==> config.mk <==
export PLATFORM = sky130hd
export DESIGN_NAME = wb_mtimer
export DESIGN_NICKNAME = d
export VERILOG_FILES = /design/src/rtl/wb_mtimer_pkg.sv /design/src/rtl/mtimer_prescaler.sv /design/src/rtl/wb_mtimer.sv
export SDC_FILE = /design/constraint.sdc
export NUM_CORES = 1
export LEC_CHECK = 0
export CORE_MARGIN = 4
export CORE_UTILIZATION = 59
export DETAILED_ROUTE_END_ITERATION = 6
export DONT_BUFFER_PORTS = 1
export GPL_ROUTABILITY_DRIVEN = 1
export PLACE_DENSITY_LB_ADDON = 0.15
export SYNTH_ARGS = -nofsm -noshare
export SYNTH_HDL_FRONTEND = slang
export SYNTH_SLANG_ARGS = --single-unit
export TNS_END_PERCENT = 20
==> constraint.sdc <==
create_clock -name i_clk -period 3.1 [get_ports i_clk]
set_input_delay 0.62 -clock i_clk [delete_from_list [all_inputs] [get_ports i_clk]]
set_output_delay 0.62 -clock i_clk [all_outputs]
set_load 0.1 [all_outputs]
==> src/rtl/wb_mtimer_pkg.sv <==
// wb_mtimer_pkg: register word offsets, CTRL bit indices and reset constants for wb_mtimer.
package wb_mtimer_pkg;
  localparam int ADR_MTIME_LO    = 0;
  localparam int ADR_MTIME_HI    = 1;
  localparam int ADR_MTIMECMP_LO = 2;
  localparam int ADR_MTIMECMP_HI = 3;
  localparam int ADR_CTRL        = 4;
  localparam int ADR_PRESC       = 5;
  localparam int CTRL_EN         = 0;
  localparam int CTRL_IRQ_EN     = 1;
  localparam logic [63:0] MTIMECMP_RST = 64'hFFFF_FFFF_FFFF_FFFF;

  function automatic logic [31:0] bmerge(input logic [31:0] old_v, input logic [31:0] new_v,
                                         input logic [3:0] be);
    for (int b = 0; b < 4; b++) bmerge[8*b +: 8] = be[b] ? new_v[8*b +: 8] : old_v[8*b +: 8];
  endfunction
endpackage

==> src/rtl/mtimer_prescaler.sv <==
// mtimer_prescaler: 16-bit reloading down-counter; ticks when it reaches zero while enabled.
module mtimer_prescaler (
  input  logic        i_clk,
  input  logic        i_reset_n,
  input  logic        i_en,
  input  logic        i_load,
  input  logic [15:0] i_presc,
  output logic        o_tick
);
  logic [15:0] cnt_q, cnt_d;

  always_comb cnt_d = i_load ? i_presc : !i_en ? cnt_q : (cnt_q == 16'd0) ? i_presc : cnt_q - 16'd1;

  always_ff @(posedge i_clk or negedge i_reset_n)
    if (!i_reset_n) cnt_q <= '0;
    else cnt_q <= cnt_d;

  assign o_tick = i_en && (cnt_q == 16'd0);
endmodule

==> src/rtl/wb_mtimer.sv <==
// wb_mtimer: Wishbone machine timer (64-bit mtime/mtimecmp, level IRQ).
// Define MTIMER_PRESCALER_EN to add the PRESC register and tick prescaler.
module wb_mtimer
  import wb_mtimer_pkg::*;
#(
  parameter int ADDR_WIDTH = 10
) (
  input  logic                  i_clk,
  input  logic                  i_reset_n,
  input  logic                  i_dev_sel,
  input  logic                  i_wb_cyc,
  input  logic                  i_wb_we,
  input  logic [3:0]            i_wb_sel,
  input  logic [ADDR_WIDTH-1:0] i_wb_adr,
  input  logic [31:0]           i_wb_dat,
  output logic [31:0]           o_wb_dat,
  output logic                  o_wb_ack,
  output logic                  o_irq
);
  logic        access, wr, rd, inc, tick, ack_q, irq_q, irq_d;
  logic [5:0]  hit;
  logic [1:0]  ctrl_q, ctrl_d;
  logic [15:0] presc_val;
  logic [31:0] shadow_q, shadow_d, rdata, dat_q;
  logic [63:0] mtime_q, mtime_d, cmp_q, cmp_d;

  assign access = i_dev_sel & i_wb_cyc & ~ack_q;
  assign wr     = access & i_wb_we;
  assign rd     = access & ~i_wb_we;
  assign inc    = ctrl_q[CTRL_EN] & tick;

  always_comb for (int k = 0; k < 6; k++) hit[k] = (i_wb_adr == ADDR_WIDTH'(k));

`ifdef MTIMER_PRESCALER_EN
  logic [15:0] presc_q, presc_d;
  logic        presc_wr;

  assign presc_wr  = wr & hit[ADR_PRESC];
  assign presc_d   = presc_wr ? {i_wb_sel[1] ? i_wb_dat[15:8] : presc_q[15:8],
                                 i_wb_sel[0] ? i_wb_dat[7:0]  : presc_q[7:0]} : presc_q;
  assign presc_val = presc_q;

  always_ff @(posedge i_clk or negedge i_reset_n)
    if (!i_reset_n) presc_q <= '0;
    else presc_q <= presc_d;

  mtimer_prescaler u_presc (
    .i_clk     (i_clk),
    .i_reset_n (i_reset_n),
    .i_en      (ctrl_q[CTRL_EN]),
    .i_load    (presc_wr),
    .i_presc   (presc_d),
    .o_tick    (tick)
  );
`else
  assign tick      = 1'b1;
  assign presc_val = '0;
`endif

  // Bus writes to either mtime half win over the tick; the untouched half gets no carry.
  always_comb begin
    mtime_d  = (wr & hit[ADR_MTIME_LO]) ? {mtime_q[63:32], bmerge(mtime_q[31:0], i_wb_dat, i_wb_sel)}
             : (wr & hit[ADR_MTIME_HI]) ? {bmerge(mtime_q[63:32], i_wb_dat, i_wb_sel), mtime_q[31:0]}
             : inc ? mtime_q + 64'd1 : mtime_q;
    cmp_d    = (wr & hit[ADR_MTIMECMP_LO]) ? {cmp_q[63:32], bmerge(cmp_q[31:0], i_wb_dat, i_wb_sel)}
             : (wr & hit[ADR_MTIMECMP_HI]) ? {bmerge(cmp_q[63:32], i_wb_dat, i_wb_sel), cmp_q[31:0]}
             : cmp_q;
    ctrl_d   = (wr & hit[ADR_CTRL] & i_wb_sel[0]) ? i_wb_dat[1:0] : ctrl_q;
    shadow_d = (rd & hit[ADR_MTIME_LO]) ? mtime_q[63:32] : shadow_q;
    irq_d    = ctrl_d[CTRL_IRQ_EN] & (mtime_d >= cmp_d);
    rdata    = hit[ADR_MTIME_LO]    ? mtime_q[31:0]
             : hit[ADR_MTIME_HI]    ? shadow_q
             : hit[ADR_MTIMECMP_LO] ? cmp_q[31:0]
             : hit[ADR_MTIMECMP_HI] ? cmp_q[63:32]
             : hit[ADR_CTRL]        ? {30'd0, ctrl_q}
             : hit[ADR_PRESC]       ? {16'd0, presc_val}
             : '0;
  end

  always_ff @(posedge i_clk or negedge i_reset_n)
    if (!i_reset_n) begin
      mtime_q  <= '0;
      cmp_q    <= MTIMECMP_RST;
      ctrl_q   <= '0;
      shadow_q <= '0;
      ack_q    <= 1'b0;
      dat_q    <= '0;
      irq_q    <= 1'b0;
    end else begin
      mtime_q  <= mtime_d;
      cmp_q    <= cmp_d;
      ctrl_q   <= ctrl_d;
      shadow_q <= shadow_d;
      ack_q    <= access;
      dat_q    <= rd ? rdata : '0;
      irq_q    <= irq_d;
    end

  assign o_wb_ack = ack_q;
  assign o_wb_dat = dat_q;
  assign o_irq    = irq_q;
endmodule
## Yosys cells after proc, flatten, opt, wreduce, memory -nomap -nowiden

Index checks and enable logic that the tools add are counted.

| storage, ports and cells | value |
|---|---|
| word-level logic and storage cells | 57 |
| memories kept | 0 |
| input port bits | 51 |
| bits in registers | 196 |
| bits in writable memories | 0 |
| ROM bits | 0 |
| output and inout port bits | 34 |
| bits in latches | 0 |

| operators by class | value |
|---|---|
| $lt $le $gt $ge | 1 |
| bitwise operators | 14 |
| multiplexer cells | 28 |
| multiply operators | 0 |
| reductions and logical operators | 1 |
| $add $sub $neg | 1 |
| shift-type cells | 0 |
| div/mod/pow operators | 0 |
| equal/unequal tests | 4 |

Operators by type and width:

| kind | number |
|---|---|
| $mux 64 | 5 |
| $mux 32 | 5 |
| $mux 8 | 16 |
| $add 64x1->64 const B | 1 |
| $ge 64x64->1 | 1 |
| $eq 10x2->1 const B | 2 |
| $and 1x1->1 | 12 |
| $eq 10x1->1 const B | 1 |
| $eq 10x3->1 const B | 1 |
| $logic_not 10->1 | 1 |
| $mux 2 | 2 |
| $not 1->1 | 2 |

## Longest topological paths before layout

Gate-level depths: netlist (run 1).

| logic depth | value |
|---|---|
| word-level depth | 8 |
| depth in mapped cells | 15 |
| depth with buffers taken out | 13 |

## Worst setup path after synthesis (run 1)

Ideal clock, no wire load.

| timing | value |
|---|---|
| kind | input to register |
| start | input port i_wb_adr[7] |
| end | register irq_q (netlist: o_irq) |
| path buffers | 1 |
| arrival time | 3.921 ns |
| library setup time | 0.120 ns |
| required time | 2.980 ns |
| stages | 13 |
| path slack | -0.942 ns |
| cells stage by stage | or4_4 > or4_4 > buf_6 > nor3_4 > nand2_2 > o221ai_2 > ha_1 > nand2b_1 > a2111o_1 > a221oi_1 > o31ai_1 > a41o_1 > o211a_1 |

| on the way | value |
|---|---|
| longest elaborated chain between the ends | 6 |
| elaborated cells between the ends (all ways) | 18 |
| those cells by class | order compare (1); eq/ne (4); mux (5); bitwise (7); reduce/logical (1) |

RTL lines:

| element | RTL line | RTL |
|---|---|---|
| start, declared | wb_mtimer.sv:14 | `input logic [ADDR_WIDTH-1:0] i_wb_adr,` |
| $eq 10x1->1 or $eq 10x2->1 (tied branches) | wb_mtimer.sv:32 | `always_comb for (int k = 0; k < 6; k++) hit[k] = (i_wb_adr == ADDR_WIDTH'(k));` |
| $and 1x1->1 (on tied branches) | wb_mtimer.sv:63, wb_mtimer.sv:66 |  |
| $mux 64 (on tied branches) | wb_mtimer.sv:63, wb_mtimer.sv:66 |  |
| $mux 64 (on tied branches) | wb_mtimer.sv:62, wb_mtimer.sv:65 |  |
| $ge 64x64->1 | wb_mtimer.sv:70 | `irq_d = ctrl_d[CTRL_IRQ_EN] & (mtime_d >= cmp_d);` |
| $and 1x1->1 (*) | wb_mtimer.sv:70 |  |
| via irq_d | wb_mtimer.sv:20 | `logic access, wr, rd, inc, tick, ack_q, irq_q, irq_d;` |
| end signal, assigned | wb_mtimer.sv:96 | `irq_q <= irq_d;` |
| end, declared | wb_mtimer.sv:20 |  |

The timed path passes the listed nets; every way through them passes the cells marked *.
A chain may end at the register's enable or synchronous reset.

## Worst setup path after layout (run 1)

| timing | value |
|---|---|
| start | input port i_wb_adr[7] |
| end | register irq_q (netlist: o_irq) |

| on the way | value |
|---|---|
| longest elaborated chain between the ends | 6 |
| elaborated cells between the ends (all ways) | 18 |
| those cells by class | order compare (1); eq/ne (4); mux (5); bitwise (7); reduce/logical (1) |

RTL lines:

| element | RTL line | RTL |
|---|---|---|
| $eq 10x1->1 | wb_mtimer.sv:32 |  |
| $and 1x1->1 | wb_mtimer.sv:63 | `: (wr & hit[ADR_MTIME_HI]) ? {bmerge(mtime_q[63:32], i_wb_dat, i_wb_sel), mtime_q[31:0]}` |
| $mux 64 | wb_mtimer.sv:63 |  |
| $mux 64 (*) | wb_mtimer.sv:62 | `mtime_d = (wr & hit[ADR_MTIME_LO]) ? {mtime_q[63:32], bmerge(mtime_q[31:0], i_wb_dat, i_wb_sel)}` |
| via mtime_d[18] | wb_mtimer.sv:25 | `logic [63:0] mtime_q, mtime_d, cmp_q, cmp_d;` |
| $ge 64x64->1 (*) | wb_mtimer.sv:70 |  |
| $and 1x1->1 (*) | wb_mtimer.sv:70 |  |
| via irq_d | wb_mtimer.sv:20 |  |

Marks and branches as above.

==> results by group, run 1 <==
Synth
  • Leading cell types by total area after synthesis: dfrtp_1 27%, dfstp_2 14%, mux2_2 6.8%
  • Post-synthesis net count: 1214
  • Register area share after synthesis: 0.413
  • Syn avg cell area: 11.0 um^2
  • Top_reg_cell synth: dfrtp_1
  • Synth unique cells: 74
  • Syn. warnings: 0
  • Post-synth top area cell: dfrtp_1
  • Yosys top cell area share: 0.274
  • Number of flops mapped to enable cells by yosys: 0
  • Ys async rst share: 1.00
  • Post-Syn Instances: 1098
  • Yosys reg bits: around 200
  • Mapped cell area: between 10000 and 15000 um^2

Timing
  • Final Cycle Share: 1.27
  • Fin. Hold Viols: 132
  • RSZ-0062 raised after global routing: true
  • Peak Freq: 255 MHz
  • Min Tclk post-route: 3.93 ns
  • Setup TNS Final: -0.825 ns
  • Max Clock Skew: 0.0124 ns
  • Min setup slack post-route: -0.825 ns
  • Worst Max-Slew Pin Slew: 0.945 ns
  • Hold Slack: -0.138 ns
  • Final setup vio count: 1
  • Max Slew Vio Count: 0
  • Max-slew headroom: 0.370

Setup path
  • CP peak stage delay: 0.60 ns
  • Worst path arrival time: 4.25 ns
  • Worst setup path category: in2reg
  • Crit Path Max Fanout: 5
  • Critical path startpoint category: input pin
  • Critical Path RT: around 3.4 ns
  • Reg2reg start: mtime_q[2]$_DFF_PN0_
  • Cell Chain, Critical Path: or4_4, or4_4, buf_12, o211ai_1, buf_4, nor2_2, a211oi_2, ha_1, nand2_1, o21ai_1, a221oi_2, buf_4, o211ai_1, a41o_1, o211a_1
  • CP max stage cell: or4_4
  • CP startpoint: i_wb_adr[7]
  • CP bufs+invs: 3
  • Largest delay share family, worst path: compound AO/OA/AOI/OAI gates
  • R2R setup slack: -0.77 ns
  • Crit path capture type: register

Clock network
  • Num CTS Buffers: 17
  • Worst-skew pair later-pin latency: 0.45 ns
  • CTS tree: built
  • Clk buf depth: 2
  • Clk root buf: clkbuf_16
  • Reg clk slew, reported paths: around 0.08 ns
  • Htree depth: 4
  • CTS Sinks: 196

Layout
  • Nets: 1497
  • Ratio of cells with drive above 1 in the final layout: 0.469
  • Most common cell after layout, fill and taps aside: buf_4
  • Commonest cells after routing, fill and taps aside: 302 x buf_4, 130 x dfrtp_1, 76 x mux2i_1
  • Fill cell count: 1247
  • ANT cells: 0
  • Area Growth Syn to Fin: 30.7%
  • Core Util, Final: 0.782
  • Fin area: around 16000 um^2
  • Multi-input logic area: roughly 7300 um^2
  • Sequential Area: 4990 um^2

Floorplanning
  • Die width: about 150 um
  • I/O pin cnt: 85
  • Starting density of the core: 0.598
  • Core ar.: 20200 um^2
  • Total die area: 22800 um^2
  • FP Rows: 52
  • DIE HEIGHT: ~150 um

Drt
  • Drt first-iter violations: 1474
  • Post-route ant nets: 0
  • Final wirelength: 40.9 mm
  • Via density: between 6 and 7
  • Routed WL per cell: 24.5 um
  • DR DRC count: 15
  • Via Count: 11200
  • Pre-antenna DRT Iters: 7

Power and ir drop
  • Seq pwr share: 0.520
  • Pint: 3.78 mW
  • Clock Power Share: 0.451
  • PwrDens: roughly 310 nW/um^2
  • Combinational share of power: 0.030
  • Switching part of the total power: 0.238
  • Leak Pwr: 7.70 nW
  • Psw: 1.18 mW
  • Peak VDD IR: around 0.29 mV

GRT
  • Grt met3 use: 0.0832
  • GRT Util Overall: 0.346
  • Initial antenna violation count: 0
  • GR Util met1: 0.489
  • Largest net degree at the start of global routing: ~200
  • GRT busiest layer: met2
  • First-pass GRT wire length: 60.7 mm
  • Grt total ovfl: 0
  • Global Route met2 Usage: 0.532
  • Vias in the first global route: 10900

Placement
  • PortBufs: 0
  • Dpl cell area: 14200 um^2
  • Gpl congestion: 0.985
  • HPWL after detailed placement: 27.3 mm

Run status
  • Failing checks: DRC, hold timing, setup timing
  • Status: finished with violations

Hold path
  • Hold Crit Class: in2async

Job
  • Number of max-cap violations: 0
## Yosys cell counts, drive strengths merged (17+ instances only)
cell type  number
a211oi         29
a21oi          42
and3           43
and4           17
buf            25
clkbuf         29
dfrtp         132
dfstp          64
ha             65
inv            17
mux2           97
mux2i          77
mux4           28
nand2          87
nand3          49
nand4          24
nor2           62
nor3           54
o21ai          27
## worst reg2reg max path: cells and delay by family, from the launching register on
kind                     cells  cell delay, ns
AO/OA/AOI/OAI                5            0.86
adder cells (fa/ha/maj)      1            0.18
buffers and inverters        6            0.99
flip-flops                   1            0.39
AND/OR/NAND/NOR              7            1.38
## final timing paths
path / to / depth (start not counted)
setup / recovery: o_irq$_DFF_PN0_ / 15
hold / removal: o_wb_dat[4]$_DFF_PN0_ / 0
setup reg to reg: o_irq$_DFF_PN0_ / 19
hold reg to reg: shadow_q[25]$_DFFE_PN0P_ / 2
max in group asynchronous: cmp_q[39]$_DFF_PN1_ / 0
min in group i_clk: o_wb_dat[0]$_DFF_PN0_ / 1
## stage by stage
| stage | worst slack [ns] | total power, mW | cells |
|---|---|---|---|
| 6_report | -0.825 | 4.96 | 1664 |
| 3_3_place_gp | -1.36 | 2.75 | 1586 |
| 5_1_grt | -0.862 | 5.09 | 1664 |
| 3_5_place_dp | -1.42 | 2.75 | 1586 |
| 4_1_cts | -0.692 | 4.95 | 1635 |
| 2_1_floorplan | -0.942 | 2.73 | 1098 |
## final cells by class
type	instances	area share
inverter	17	0.00405
multi-input combinational	831	0.464
tap	270	0.0214
timing repair buffer	318	0.158
sequential	196	0.316
clock inverter	14	0.00937
clock buffer	18	0.0272
## power by group through the flow
stage               combinational, mW  sequential [mW]  clock (mW)
floorplan                       0.106             2.63           0
global placement                0.128             2.62           0
detailed placement              0.129             2.62           0
CTS                             0.135             2.57        2.24
global route                    0.154             2.58        2.36
finish                          0.146             2.58        2.23
## routing by layer
metal  vias to the layer above  part of all wire
met5                         -                 0
met4                         0             0.039
met3                       189              0.11
met2                       761              0.45
met1                      5481              0.40
li1                       4770                 -
## registers in the layout, indices dropped and copies added, names as in the netlist
signal,flops
cmp_q,64
o_wb_ack,1
mtime_q,64
shadow_q,32
o_wb_dat,32
ctrl_q,2
o_irq,1
## logic make-up after synthesis
family          after synthesis  share of synthesized area
fa+ha+maj                    65                     0.0674
compound gates              177                      0.102
flops                       196                      0.413
buf+inv                      71                     0.0268
simple gates                387                      0.177
mux                         202                      0.213
## timing repair
| action | in CTS | in global routing |
|---|---|---|
| endpoints found under the hold margin | 132 | 132 |
| setup buffers | 17 | 28 |
| gates resized for setup | 48 | 77 |
| setup endpoints to repair | 2 | 1 |
| cloned | 0 | 1 |
| pin swaps | 26 | 67 |
Power figures use the tool's default switching activity.
==> inputs of run 2 (changes only) <==
--- a/config.mk
+++ b/config.mk
@@ -5,6 +5,7 @@
 export SDC_FILE = /design/constraint.sdc
 export NUM_CORES = 1
 export LEC_CHECK = 0
+export CAP_MARGIN = 20
 export CORE_MARGIN = 4
 export CORE_UTILIZATION = 59
 export DETAILED_ROUTE_END_ITERATION = 6
==> results of run 2 <==
The final DEF is identical to that of run 1; final timing and power are the same.
==> inputs of run 3 (changes only) <==
--- a/config.mk
+++ b/config.mk
@@ -5,6 +5,7 @@
 export SDC_FILE = /design/constraint.sdc
 export NUM_CORES = 1
 export LEC_CHECK = 0
+export ABC_CLOCK_PERIOD_IN_PS = 3100
 export CAP_MARGIN = 20
 export CORE_MARGIN = 4
 export CORE_UTILIZATION = 59
==> results of run 3 <==
The final DEF is identical to that of run 1; final timing and power are the same.
